## src/rtl/mdr_pkg.sv

```systemverilog
// Shared types and defaults for the sequential multiply / divide / square-root unit.
package mdr_pkg;

    localparam int DW_DEF = 16;

    typedef enum logic [1:0] {
        OP_MUL  = 2'b00,
        OP_DIV  = 2'b01,
        OP_SQRT = 2'b10,
        OP_INV  = 2'b11
    } op_e;

    typedef enum logic [2:0] {
        IDLE,
        LOAD_X,
        LOAD_Y,
        CALC,
        DONE
    } state_e;

endpackage

```

## src/rtl/mdr_addsub.sv

```systemverilog
// Width-parametrised adder/subtractor; subtract is a + ~b + 1, cout=1 means no borrow.
module mdr_addsub #(
    parameter int W = 18
) (
    input  logic [W-1:0] a,
    input  logic [W-1:0] b,
    input  logic         sub,
    output logic [W-1:0] sum,
    output logic         cout
);

    logic [W-1:0] b_eff;
    logic [W:0]   full;

    assign b_eff = sub ? ~b : b;
    assign full  = {1'b0, a} + {1'b0, b_eff} + {{W{1'b0}}, sub};
    assign sum   = full[W-1:0];
    assign cout  = full[W];

endmodule

```

## src/rtl/mdr_seq_core.sv

```systemverilog
// Sequential unsigned mul / div / sqrt sharing one add/sub; operands fetched via load_x/load_y handshake.
module mdr_seq_core
    import mdr_pkg::*;
#(
    parameter int DW = DW_DEF
) (
    input  logic          clk,
    input  logic          rst,
    input  logic          start,
    input  logic          load,
    input  logic [1:0]    op,
    input  logic [DW-1:0] data,
    output logic          load_x,
    output logic          load_y,
    output logic          ready,
    output logic          error,
    output logic [DW-1:0] result,
    output logic [DW-1:0] remainder
);

    localparam int CW = $clog2(DW) + 1;
    localparam int HW = DW / 2;
    localparam int SW = HW + 2;
    localparam int AW = DW + 2;

    state_e        state_q, state_d;
    op_e           op_q, op_d;
    logic          load_q, load_d;
    logic [DW-1:0] ra_q, ra_d;
    logic [DW-1:0] rb_q, rb_d;
    logic [DW-1:0] y_q, y_d;
    logic [HW-1:0] rc_q, rc_d;
    logic [CW-1:0] cnt_q, cnt_d;
    logic          ready_q, ready_d;
    logic          error_q, error_d;
    logic [DW-1:0] result_q, result_d;
    logic [DW-1:0] rem_q, rem_d;

    logic [AW-1:0] add_a, add_b, add_sum;
    logic          add_sub, add_cout;
    logic          unused_sum_msb;

    logic [DW:0]   div_sh;
    logic [SW-1:0] sq_sh;
    logic [DW:0]   mul_new;
    logic [DW-1:0] it_ra, it_rb;
    logic [HW-1:0] it_rc;
    logic          load_rise;

    // ra: mul high half / div partial remainder / sqrt remainder
    // rb: mul multiplier+low half / div dividend+quotient / sqrt radicand
    // rc: sqrt partial root
    mdr_addsub #(.W(AW)) u_addsub (
        .a    (add_a),
        .b    (add_b),
        .sub  (add_sub),
        .sum  (add_sum),
        .cout (add_cout)
    );

    assign unused_sum_msb = add_sum[AW-1];
    assign load_rise      = load & ~load_q;

    always_comb begin
        div_sh  = {ra_q, rb_q[DW-1]};
        sq_sh   = {ra_q[SW-3:0], rb_q[DW-1:DW-2]};
        add_a   = '0;
        add_b   = '0;
        add_sub = 1'b0;
        case (op_q)
            OP_MUL: begin
                add_a[DW-1:0] = ra_q;
                add_b[DW-1:0] = y_q;
            end
            OP_DIV: begin
                add_a[DW:0]   = div_sh;
                add_b[DW-1:0] = y_q;
                add_sub       = 1'b1;
            end
            default: begin
                add_a[SW-1:0] = sq_sh;
                add_b[SW-1:0] = {rc_q, 2'b01};
                add_sub       = 1'b1;
            end
        endcase
    end

    always_comb begin
        mul_new = {1'b0, ra_q};
        it_ra   = ra_q;
        it_rb   = rb_q;
        it_rc   = rc_q;
        case (op_q)
            OP_MUL: begin
                if (rb_q[0]) mul_new = add_sum[DW:0];
                it_ra = mul_new[DW:1];
                it_rb = {mul_new[0], rb_q[DW-1:1]};
            end
            OP_DIV: begin
                // restore on borrow: a remainder below Y always fits DW bits
                it_ra = add_cout ? add_sum[DW-1:0] : div_sh[DW-1:0];
                it_rb = {rb_q[DW-2:0], add_cout};
            end
            default: begin
                it_ra = '0;
                if (add_cout) it_ra = add_sum[DW-1:0];
                else          it_ra[SW-1:0] = sq_sh;
                it_rb = {rb_q[DW-3:0], 2'b00};
                it_rc = {rc_q[HW-2:0], add_cout};
            end
        endcase
    end

    always_comb begin
        state_d  = state_q;
        op_d     = op_q;
        load_d   = load;
        ra_d     = ra_q;
        rb_d     = rb_q;
        y_d      = y_q;
        rc_d     = rc_q;
        cnt_d    = cnt_q;
        ready_d  = ready_q;
        error_d  = error_q;
        result_d = result_q;
        rem_d    = rem_q;
        case (state_q)
            IDLE, DONE: begin
                if (start) begin
                    op_d     = op_e'(op);
                    ready_d  = 1'b0;
                    error_d  = 1'b0;
                    result_d = '0;
                    rem_d    = '0;
                    if (op_e'(op) == OP_INV) begin
                        state_d = DONE;
                        ready_d = 1'b1;
                        error_d = 1'b1;
                    end else begin
                        state_d = LOAD_X;
                    end
                end
            end
            LOAD_X: begin
                if (load_rise) begin
                    rb_d = data;
                    ra_d = '0;
                    rc_d = '0;
                    if (op_q == OP_SQRT) begin
                        state_d = CALC;
                        cnt_d   = CW'(HW);
                    end else begin
                        state_d = LOAD_Y;
                    end
                end
            end
            LOAD_Y: begin
                if (load_rise) begin
                    y_d = data;
                    if (op_q == OP_DIV && data == '0) begin
                        state_d  = DONE;
                        ready_d  = 1'b1;
                        error_d  = 1'b1;
                        result_d = '1;
                        rem_d    = rb_q;
                    end else begin
                        state_d = CALC;
                        cnt_d   = CW'(DW);
                    end
                end
            end
            CALC: begin
                if (cnt_q != '0) begin
                    cnt_d = cnt_q - CW'(1);
                    ra_d  = it_ra;
                    rb_d  = it_rb;
                    rc_d  = it_rc;
                end else begin
                    state_d = DONE;
                    ready_d = 1'b1;
                    rem_d   = ra_q;
                    if (op_q == OP_SQRT) begin
                        result_d         = '0;
                        result_d[HW-1:0] = rc_q;
                    end else begin
                        result_d = rb_q;
                    end
                end
            end
            default: state_d = IDLE;
        endcase
    end

    always_ff @(posedge clk or negedge rst) begin
        if (!rst) begin
            state_q  <= IDLE;
            op_q     <= OP_MUL;
            load_q   <= 1'b0;
            ra_q     <= '0;
            rb_q     <= '0;
            y_q      <= '0;
            rc_q     <= '0;
            cnt_q    <= '0;
            ready_q  <= 1'b0;
            error_q  <= 1'b0;
            result_q <= '0;
            rem_q    <= '0;
        end else begin
            state_q  <= state_d;
            op_q     <= op_d;
            load_q   <= load_d;
            ra_q     <= ra_d;
            rb_q     <= rb_d;
            y_q      <= y_d;
            rc_q     <= rc_d;
            cnt_q    <= cnt_d;
            ready_q  <= ready_d;
            error_q  <= error_d;
            result_q <= result_d;
            rem_q    <= rem_d;
        end
    end

    assign load_x    = (state_q == LOAD_X);
    assign load_y    = (state_q == LOAD_Y);
    assign ready     = ready_q;
    assign error     = error_q;
    assign result    = result_q;
    assign remainder = rem_q;

endmodule

```

## config.mk

```make
export PLATFORM = sky130hd
export DESIGN_NAME = mdr_seq_core
export DESIGN_NICKNAME = d
export VERILOG_FILES = /design/src/rtl/mdr_pkg.sv /design/src/rtl/mdr_addsub.sv /design/src/rtl/mdr_seq_core.sv
export SDC_FILE = /design/constraint.sdc
export NUM_CORES = 1
export LEC_CHECK = 0
export CORE_ASPECT_RATIO = 1.25
export CORE_MARGIN = 2
export CORE_UTILIZATION = 54
export DETAILED_ROUTE_END_ITERATION = 16
export PLACE_DENSITY = 0.8
export SETUP_SLACK_MARGIN = 0.5
export SYNTH_ARGS = -nofsm -noshare
export SYNTH_HDL_FRONTEND = slang
export SYNTH_SLANG_ARGS = --single-unit
```

## constraint.sdc

```tcl
create_clock -name clk -period 4 [get_ports clk]
set_input_delay 0.8 -clock clk [delete_from_list [all_inputs] [get_ports clk]]
set_output_delay 0.8 -clock clk [all_outputs]
set_load 0.01 [all_outputs]
```

# After elaboration in Yosys (flattened, before gate mapping)
# Cells that the tools add are included.
totals:
  regBits: 101
  latch_bits: 0
  ramBits: 0
  mem_bits_ro: 0
  in_bits: 22
  memories: 0
op_classes:
  add_sub_neg: 3
  mul: 0
  div_mod_pow: 0
  order_cmp: 0
  eq_ne: 16
  shift: 0
  muxes: 54
  n_bitwise: 3
  n_reduce_logical: 19
ops:
  columns: ["op", "n"]
  rows:
  - ["16-bit two-way mux", 13]
  - ["16-bit case mux with 2 select lines", 4]
  - ["16-bit case mux with 3 select lines", 2]
  - ["5-bit two-way mux", 5]
  - ["8-bit two-way mux", 3]
  - ["10-bit two-way mux", 2]
  - ["10-bit case mux with 2 select lines", 1]
  - ["17-bit by 18-bit adder with 19-bit output", 1]
  - ["19-bit by 1-bit adder with 19-bit output", 1]
  - ["18-bit two-way mux", 1]
  - ["3-bit two-way mux", 6]
  - ["16-bit inverter with 18-bit output", 1]
  - ["17-bit two-way mux", 1]
  - ["16-bit zero test", 1]
  - ["8-bit case mux with 2 select lines", 1]
  - ["5-bit case mux with 3 select lines", 1]
  - ["6-bit two-way mux", 2]
  - ["3-bit case mux with 4 select lines", 1]
  - ["6-bit case mux with 2 select lines", 1]
  - ["4-bit AND reduction", 3]
  - ["2-bit != test (second input constant)", 5]
  - ["1-bit two-way mux", 8]
  - ["2-bit by 1-bit != test with 1-bit output (second input constant)", 4]
  - ["3-bit by 2-bit equality test with 1-bit output (second input constant)", 2]
  - ["other kinds (20)", 25]

# Logic depth before layout (Yosys ltp)
# Gate-level depths: netlist of run 1.
depth:
  word_depth: 11
  mapped_depth: 18

# Modules after synthesis
# Synthesis of run 1 repeated with hierarchy kept, for this count alone.
unflattened:
  cells_unflattened: 783
  hier_area_um2: 7225.7
by_module_without_submodules:
  columns: ["mod", "n_inst", "cells_each", "area_each_um2"]
  rows:
  - ["mdr_seq_core", 1, 648, 6142.1]
  - ["mdr_addsub", 1, 135, 1083.5]

# Worst setup path before layout of run 1
# OpenSTA, ideal clock, no wires.
synth_path:
  path_type: "register -> register"
  from: "register op_q[0]"
  to: "register ra_q[9]"
  setup_ns: 0.122
  arrival_time_ns: 3.631
  slack_ns: 0.248
  path_stages_with_launch: 15
  path_buffers: 5
  period_less_slack_ns: 3.752
  path_cell_list: "dfrtp_1 -> buf_4 -> buf_2 -> clkbuf_1 -> buf_2 -> mux2i_1 -> o21ai_0 -> fa_1 -> a21o_1 -> a221o_1 -> a22oi_2 -> a31oi_2 -> buf_6 -> a211o_1 -> a32o_1"
synth_between:
  elab_chain_len: 11
  word_cells_on_any_way: 19
synth_lines:
  columns: ["item", "line", "rtl"]
  rows:
  - ["from (decl)", "mdr_seq_core.sv:27", "op_e op_q, op_d;"]
  - ["from (signal assigned)", "mdr_seq_core.sv:210", "op_q <= op_d;"]
  - ["2-bit by 1-bit equality test with 1-bit output / 2-bit zero test (equally long branches)", "mdr_seq_core.sv:70, mdr_seq_core.sv:93", null]
  - ["2-bit OR reduction (no source line)", null, null]
  - ["10-bit two-way mux / 6-bit two-way mux (equally long branches)", "mdr_seq_core.sv:70", "case (op_q)"]
  - ["16-bit inverter with 18-bit output", "mdr_addsub.sv:15", "assign b_eff = sub ? ~b : b;"]
  - ["18-bit two-way mux", "mdr_addsub.sv:15", null]
  - ["17-bit by 18-bit adder with 19-bit output", "mdr_addsub.sv:16", "assign full = {1'b0, a} + {1'b0, b_eff} + {{W{1'b0}}, sub};"]
  - ["19-bit by 1-bit adder with 19-bit output", "mdr_addsub.sv:16", null]
  - ["10-bit two-way mux (tied with other cells)", "mdr_seq_core.sv:106", "if (add_cout) it_ra = add_sum[DW-1:0];"]
  - ["16-bit case mux with 2 select lines (*)", "mdr_seq_core.sv:93", "case (op_q)"]
  - ["16-bit two-way mux (*)", "mdr_seq_core.sv:173", "if (cnt_q != '0) begin"]
  - ["16-bit case mux with 2 select lines (*)", "mdr_seq_core.sv:127", "case (state_q)"]
  - ["to (signal assigned)", "mdr_seq_core.sv:212", "ra_q <= ra_d;"]
  - ["to (decl)", "mdr_seq_core.sv:29", "logic [DW-1:0] ra_q, ra_d;"]
# Every way passes the cells marked *; elsewhere a longest branch is shown, timed or not. The select of a mux whose other input is x is not followed.
# A chain may end at the register's enable or synchronous reset.

# Worst setup path in the final report of run 1
# Same ends and word-level chain as after synthesis.

==> key figures, run 1 <==
Outcome
  • Status: completed

Synthesis
  • Ys Warns: 0
  • Seq/Total Area, Yosys: 35.9%
  • Number of synthesized flops with an enable pin: 0
  • Netlist cell types: 71
  • Synth Flop Type: dfrtp_1
  • Mapped Nets: 851
  • Synth Cell Area: 7050 um^2
  • Syn_area_per_cell: 8.70 um^2
  • Number of synthesized register bits: 101
  • Gate Count Post-Synth: 810
  • Asr flop ratio synth: 100%

Clock network
  • CTS clk-pin slew, worst paths: 80 ps
  • Root buffer cell: clkbuf_16
  • Max clock buf depth: 2
  • CTS Hold Bufs: 0
  • # H-tree levels: 3
  • Clock buffer count from CTS: 9
  • CTS tree: built
  • CTS Sinks: 101
  • Clock Latency Late Sink: 360 ps

Detailed routing
  • Routed length per instance: 21.0 um
  • Final ANT Viol Nets: 0
  • Residual DRC: 0
  • Detailed Routing Iterations Pass 1: 6
  • Via count: 6,815
  • Total routed wirelength: 21.6 mm
  • Iter 0 DRT Violations: 733
  • Vias per cell: 6.62

Floorplanning
  • Die width: 106 um
  • Placeable Area: 12,700 um^2
  • Placement Rows: 46
  • Starting Density: 55.4%
  • Die height: 132 um
  • DIE AREA: 14,000 um^2
  • I/O Pins: 58

Cells and area
  • Nets: 897
  • Share of cells above drive strength 1: 13.2%
  • Post-Layout Cell Count: 1,029
  • Diode count: 0
  • Util after Layout: 64.7%
  • Area Growth Syn to Fin: 16.8%

Timing
  • Fmax achieved: 289 MHz
  • Fin crit period: 3460 ps
  • Max Slew Vio Count: 0
  • Final Cycle Share: 86.6%
  • Skew final: 12.9 ps
  • Final setup vio count: 0
  • Final Hold Viols: 0
  • Least-Margin Pin Slew: 950 ps
  • Max_slew headroom: 36.7%
  • Setup tns final: 0 ps
  • Unrepaired setup endpoints after global routing: false

Setup path
  • Worst EP arrival: 3710 ps
  • Startpoint type of the worst setup path: flip-flop
  • Slowest Stage Delay on Critical Path: 530 ps
  • Crit-path cells: buf_4, mux2i_1, o21ai_0, ha_2, nand4_2, nor4_2, a22oi_2, buf_6, a31oi_4, buf_4, a21oi_1, a211o_1, a32o_1
  • End of the worst register-to-register path: ra_q[9]
  • Critical path class: flip-flop to flip-flop
  • R2r startpoint: op_q[0]
  • Cell mode on critical path: buf_4
  • R2r setup slk: 540 ps
  • R2R depth: 13
  • CP Capture Type: flip-flop
  • Maximum fanout along the worst path: 7
  • Worst path required time: 4250 ps
  • Slowest-stage cell, CP: dfrtp_4

Place
  • Gpl congestion: 0.927
  • Post-DP HPWL: 15.1 mm
  • Inst Count DP: 998
  • PortBufs: 57

Global routing
  • Largest net degree at the start of global routing: 58
  • Vias in the first global route: 6,422
  • GRT Util Overall: 30.3%
  • First-pass GRT wire length: 33.5 mm
  • Initial antenna violation count: 0
  • GRT overflow: 0

Run
  • Max cap viols: 0

Hold path
  • Worst min path class: input port to asynchronous set/reset pin
[cell families after synthesis]
| logic type | Yosys count | synth area share (%) |
|---|---|---|
| AOI/OAI and AO/OA | 251 | 23.0 |
| and+or+nand+nor | 240 | 15.7 |
| DFF | 101 | 35.9 |
| muxes | 86 | 12.8 |
| buffers and inverters | 85 | 5.58 |
| xor gates and xnor gates | 28 | 3.48 |
| adders and majority gates | 19 | 3.48 |
[layout by cell type (no fill, tap or decap), types with 9 or more instances in the layout]
cell	netlist	routed
dfrtp_1	101	99
a21oi_1	91	91
nor2_1	89	89
nand2_1	80	80
clkdlybuf4s50_1	0	56
mux2i_1	51	51
o21ai_0	50	47
buf_4	9	35
mux2_2	33	33
inv_1	22	22
xor2_1	16	16
nand2b_1	14	14
a32o_1	14	14
ha_1	18	14
xnor2_1	12	12
a211oi_1	9	9
nand3_1	9	9
o22a_1	9	9
clkbuf_16	0	9
[worst max path at each step]
stage	from	endpoint	slack, ps	depth (start not counted)
6_report	op_q[0]	ra_q[9]	540	13
5_1_grt	op_q[0]	ra_q[9]	490	13
4_1_cts	op_q[0]	ra_q[9]	480	14
3_5_place_dp	op_q[0]	ra_q[2]	410	13
3_3_place_gp	op_q[0]	ra_q[2]	510	12
2_1_floorplan	op_q[1]	ra_q[2]	560	15
[layout make-up]
cell class / count / area, um^2
inverter: 22 / 82.6
sequential: 101 / 2530
clock buffer: 10 / 239
fill: 985 / 4490
clock inverter: 6 / 55.1
multi-input combinational: 625 / 4180
timing repair buffer: 97 / 926
tap: 168 / 210
[sequential cells by signal, summed over array words and instances (netlist names)]
signal     flops
y_q           16
ready          1
remainder     16
rc_q           8
op_q           2
cnt_q          5
load_q         1
state_q        3
error          1
ra_q          16
result        16
rb_q          16
[cell usage after synthesis, types with 6 or more instances]
cell type / n / area, um^2
dfrtp_1: 101 / 2530
a21oi_1: 91 / 455
nor2_1: 89 / 334
nand2_1: 80 / 300
mux2i_1: 51 / 510
o21ai_0: 50 / 250
mux2_2: 33 / 372
clkbuf_1: 32 / 120
inv_1: 22 / 82.6
ha_1: 18 / 225
xor2_1: 16 / 140
a32o_1: 14 / 140
buf_2: 14 / 70.1
nand2b_1: 14 / 87.6
xnor2_1: 12 / 105
a211oi_1: 9 / 67.6
buf_4: 9 / 67.6
nand3_1: 9 / 45.0
o22a_1: 9 / 78.8
a31oi_1: 8 / 50.1
nor3_1: 8 / 40.0
a21o_1: 7 / 52.6
a22o_1: 6 / 52.6
[through the flow]
step           hold slack (ps)  worst slack, ps  cell area [um^2]
2_1_floorplan              462              562              7060
3_3_place_gp               475              507              7740
3_5_place_dp               476              409              7740
4_1_cts                    493              484              8100
5_1_grt                    507              494              8230
6_report                   472              536              8230
[critical path, delay by kind of cell, from the launching register on]
family,cells,cell delay (ps)
AO/OA/AOI/OAI,6,1390
adder cells (fa/ha/maj),1,330
buffers and inverters,3,510
flip-flops,1,530
multiplexers,1,110
AND/OR/NAND/NOR,2,460
[layer usage]
layer	track usage, %	vias to the layer above	wire (um)
met5	0	-	0
met4	17.4	0	1390
met3	5.11	111	1890
met2	49.8	432	10400
met1	37.4	3256	7950
li1	-	3016	-
[timing repair]
action	CTS	global route
cloned	0	1
endpoints found under the setup margin	9	17
pin swaps	2	5
resized for setup	3	12
buffers inserted	4	10
Power of run 1 is left out: the tool's default activity adds up to more than one toggle a clock period on the data nets, which glitch-free logic cannot reach.
==> run 2: changes to the inputs <==
--- a/config.mk
+++ b/config.mk
@@ -6,11 +6,11 @@
 export NUM_CORES = 1
 export LEC_CHECK = 0
 export CORE_ASPECT_RATIO = 1.25
-export CORE_MARGIN = 2
 export CORE_UTILIZATION = 54
 export DETAILED_ROUTE_END_ITERATION = 16
 export PLACE_DENSITY = 0.8
 export SETUP_SLACK_MARGIN = 0.5
 export SYNTH_ARGS = -nofsm -noshare
 export SYNTH_HDL_FRONTEND = slang
+export SYNTH_HIERARCHICAL = 1
 export SYNTH_SLANG_ARGS = --single-unit
==> run 2 against run 1 <==
Against the previous run:
- worst setup slack got worse by 190 ps
- count of clock-buffer cells in the layout stayed put
- hold slack worse by 31 ps
- clock skew fell by 5.4 ps
- non-clock buffer count rose by 14
- sequential cell count is the same
- cell area grew 5.1%
- core utilization increased by 2.7 points
- register-to-register slack worse by 190 ps
- sequential share of layout area is 1.5 points lower
- highest routed layer unchanged
- wire length is 4.6% lower
==> key figures, run 2 <==
Cells and area
  • Diode count: 0 (unchanged)
  • Most common cell after layout, fill and taps aside: dfrtp_1
  • Share of cells above drive strength 1: 18.4% (+5.2 points)
  • Util after Layout: 67.4% (+2.7 points)
  • Area Growth Syn to Fin: 20.4%
  • Nets: 883 (-1.6%)
  • Fillcell total: 968 (-1.7%)
  • Most frequent cells in the layout: 99 x dfrtp_1, 94 x nand2_1, 78 x mux2i_1
  • Design area: 8650 um^2 (+5.1%)

Run
  • Max cap viols: 0 (unchanged)

Place
  • Pre-CTS setup slack: 20.3 ps (-389 ps)
  • Post-DP HPWL: 14.5 mm (-3.7%)
  • Gpl congestion: 0.936 (+0.95%)
  • DP Area: 7980 um^2 (+3.2%)
  • PortBufs: 57 (unchanged)

Timing
  • Fmax achieved: 273 MHz (-5.3%)
  • Final Hold Viols: 0 (unchanged)
  • Max_slew headroom: 20.7% (-16 points)
  • Skew final: 7.43 ps (-5.45 ps)
  • Unrepaired setup endpoints after global routing: true
  • Setup tns final: 0 ps (unchanged)
  • Fin crit period: 3660 ps (+193 ps)
  • PnR worst setup slack: 342 ps (-193 ps)
  • Least-Margin Pin Slew: 1190 ps (+239 ps)
  • Final setup vio count: 0 (unchanged)
  • Max Slew Vio Count: 0 (unchanged)
  • Final Cycle Share: 91.4% (+4.8 points)

Clock network
  • CTS tree: built
  • Root buffer cell: clkbuf_16
  • CTS clk-pin slew, worst paths: 70 ps (about the same)
  • Clock Latency Late Sink: 350 ps (about the same)
  • # H-tree levels: 3 (unchanged)
  • Clock buffer count from CTS: 9 (unchanged)
  • Max clock buf depth: 2 (unchanged)
  • CTS Hold Bufs: 0 (unchanged)
  • CTS Sinks: 101 (unchanged)

Detailed routing
  • Via count: 6,456 (-5.3%)
  • Iter 0 DRT Violations: 627 (-14%)
  • Vias per cell: 6.37 (-3.9%)
  • Total routed wirelength: 20.6 mm (-4.6%)
  • Routed length per instance: 20.3 um (-3.2%)
  • Detailed Routing Iterations Pass 1: 5 (-1)
  • Final ANT Viol Nets: 0 (unchanged)
  • Residual DRC: 0 (unchanged)

Synthesis
  • Syn_area_per_cell: 9.25 um^2 (+6.4%)
  • Gate Count Post-Synth: 776 (-4.2%)
  • Ys Warns: 6 (+6)
  • Synth Cell Area: 7180 um^2 (+1.9%)

Floorplanning
  • Die width: 105 um (-0.97%)
  • Die height: 131 um (-0.59%)
  • I/O Pins: 58 (unchanged)
  • Placement Rows: 46 (unchanged)
  • Placeable Area: 12,800 um^2 (+0.90%)
  • DIE AREA: 13,800 um^2 (-1.6%)
  • Starting Density: 55.9% (+0.56 points)

Setup path
  • Slowest Stage Delay on Critical Path: 500 ps (-30 ps)
  • Worst path required time: 4230 ps (-20 ps)
  • CP Capture Type: flip-flop
  • Slowest-stage cell, CP: dfrtp_2
  • Worst EP arrival: 3890 ps (+180 ps)
  • Startpoint type of the worst setup path: flip-flop
  • Critical path class: flip-flop to flip-flop
  • Top Family by Delay on Critical Path: compound AO/OA/AOI/OAI gates
  • Crit-path cells: buf_8, or2_4, mux2_4, fa_2, a21oi_2, o2bb2ai_2, a311oi_2, a31oi_2, nor2_4, buf_4, o21ai_4, nand2b_4, o221ai_1, o21ai_1, a22o_1
  • Worst path buffer plus inverter count: 2 (-1)
  • Maximum fanout along the worst path: 7 (unchanged)

Global routing
  • GRT overflow: 0 (unchanged)
  • Vias in the first global route: 6,251 (-2.7%)
  • GRT Util Overall: 30.4% (+0.074 points)
  • Initial antenna violation count: 0 (unchanged)
  • First-pass GRT wire length: 32.5 mm (-3.1%)
  • Largest net degree at the start of global routing: 49 (-16%)

Outcome
  • Status: completed

Hold path
  • Worst min path class: input port to asynchronous set/reset pin
[run 2: cell types whose count changed in the layout (fill, tap and decap cells not counted), moves of 9 or more]
cell     previous run  this run
o21ai_1             5        14
nor2_1             89        45
mux2i_1            51        78
nand2_1            80        94
nor2b_1             4        21
a21oi_1            91        33
buf_4              35        46
mux2_4              0        12
a32o_1             14         0
[run 2: layout make-up]
| type | count | area [um^2] | area share, % |
|---|---|---|---|
| clock buffer | 10 | 229 | 2.65 |
| inverter | 19 | 76.3 | 0.883 |
| tap | 168 | 210 | 2.43 |
| multi-input combinational | 600 | 4500 | 52.0 |
| clock inverter | 5 | 85.1 | 0.984 |
| sequential | 101 | 2530 | 29.3 |
| timing repair buffer | 111 | 1020 | 11.8 |
[run 2: stage by stage]
stage | hold WS (ps) | cells
final | 442 | 1014
after floorplan | 471 | 778
after global routing | 475 | 1014
after CTS | 455 | 1006
after detailed placement | 494 | 975
after global placement | 478 | 975
[run 2: what timing repair did]
action                                  CTS  global route
cloned                                    1             0
endpoints found under the setup margin   18            17
pin swaps                                 6            19
gates resized for setup                   9            32
setup buffers                            15             8
[run 2: path summary, 6_finish.rpt]
path                          from      endpoint  slack (ps)  cells after the start
min                            rst  remainder[8]         440                      1
max in group asynchronous      rst       op_q[1]        2710                      2
min reg2reg                 y_q[2]        y_q[2]         510                      1
max reg2reg                op_q[1]       ra_q[3]         340                     15
min in group clk            y_q[2]        y_q[2]         510                      1
max                        op_q[1]       ra_q[3]         340                     15
[run 2: worst reg2reg max path: stages (launching register included)]
cell	delay [ps]
dfrtp_2	500
buf_8	170
or2_4	240
mux2_4	340
fa_2	380
a21oi_2	200
o2bb2ai_2	110
a311oi_2	330
a31oi_2	200
nor2_4	200
buf_4	150
o21ai_4	90
nand2b_4	190
o221ai_1	190
o21ai_1	100
a22o_1	190
[run 2: routing by layer]
| layer | global-route usage, % | share of wire [%] | vias up |
|---|---|---|---|
| met1 | 36.3 | 38 | 3128 |
| met4 | 19.7 | 6.6 | 0 |
| met5 | 0 | 0 | - |
| li1 | - | - | 2914 |
| met2 | 52.7 | 50 | 314 |
| met3 | 3.42 | 6.1 | 100 |
Power of run 2 is left out for the same reason.
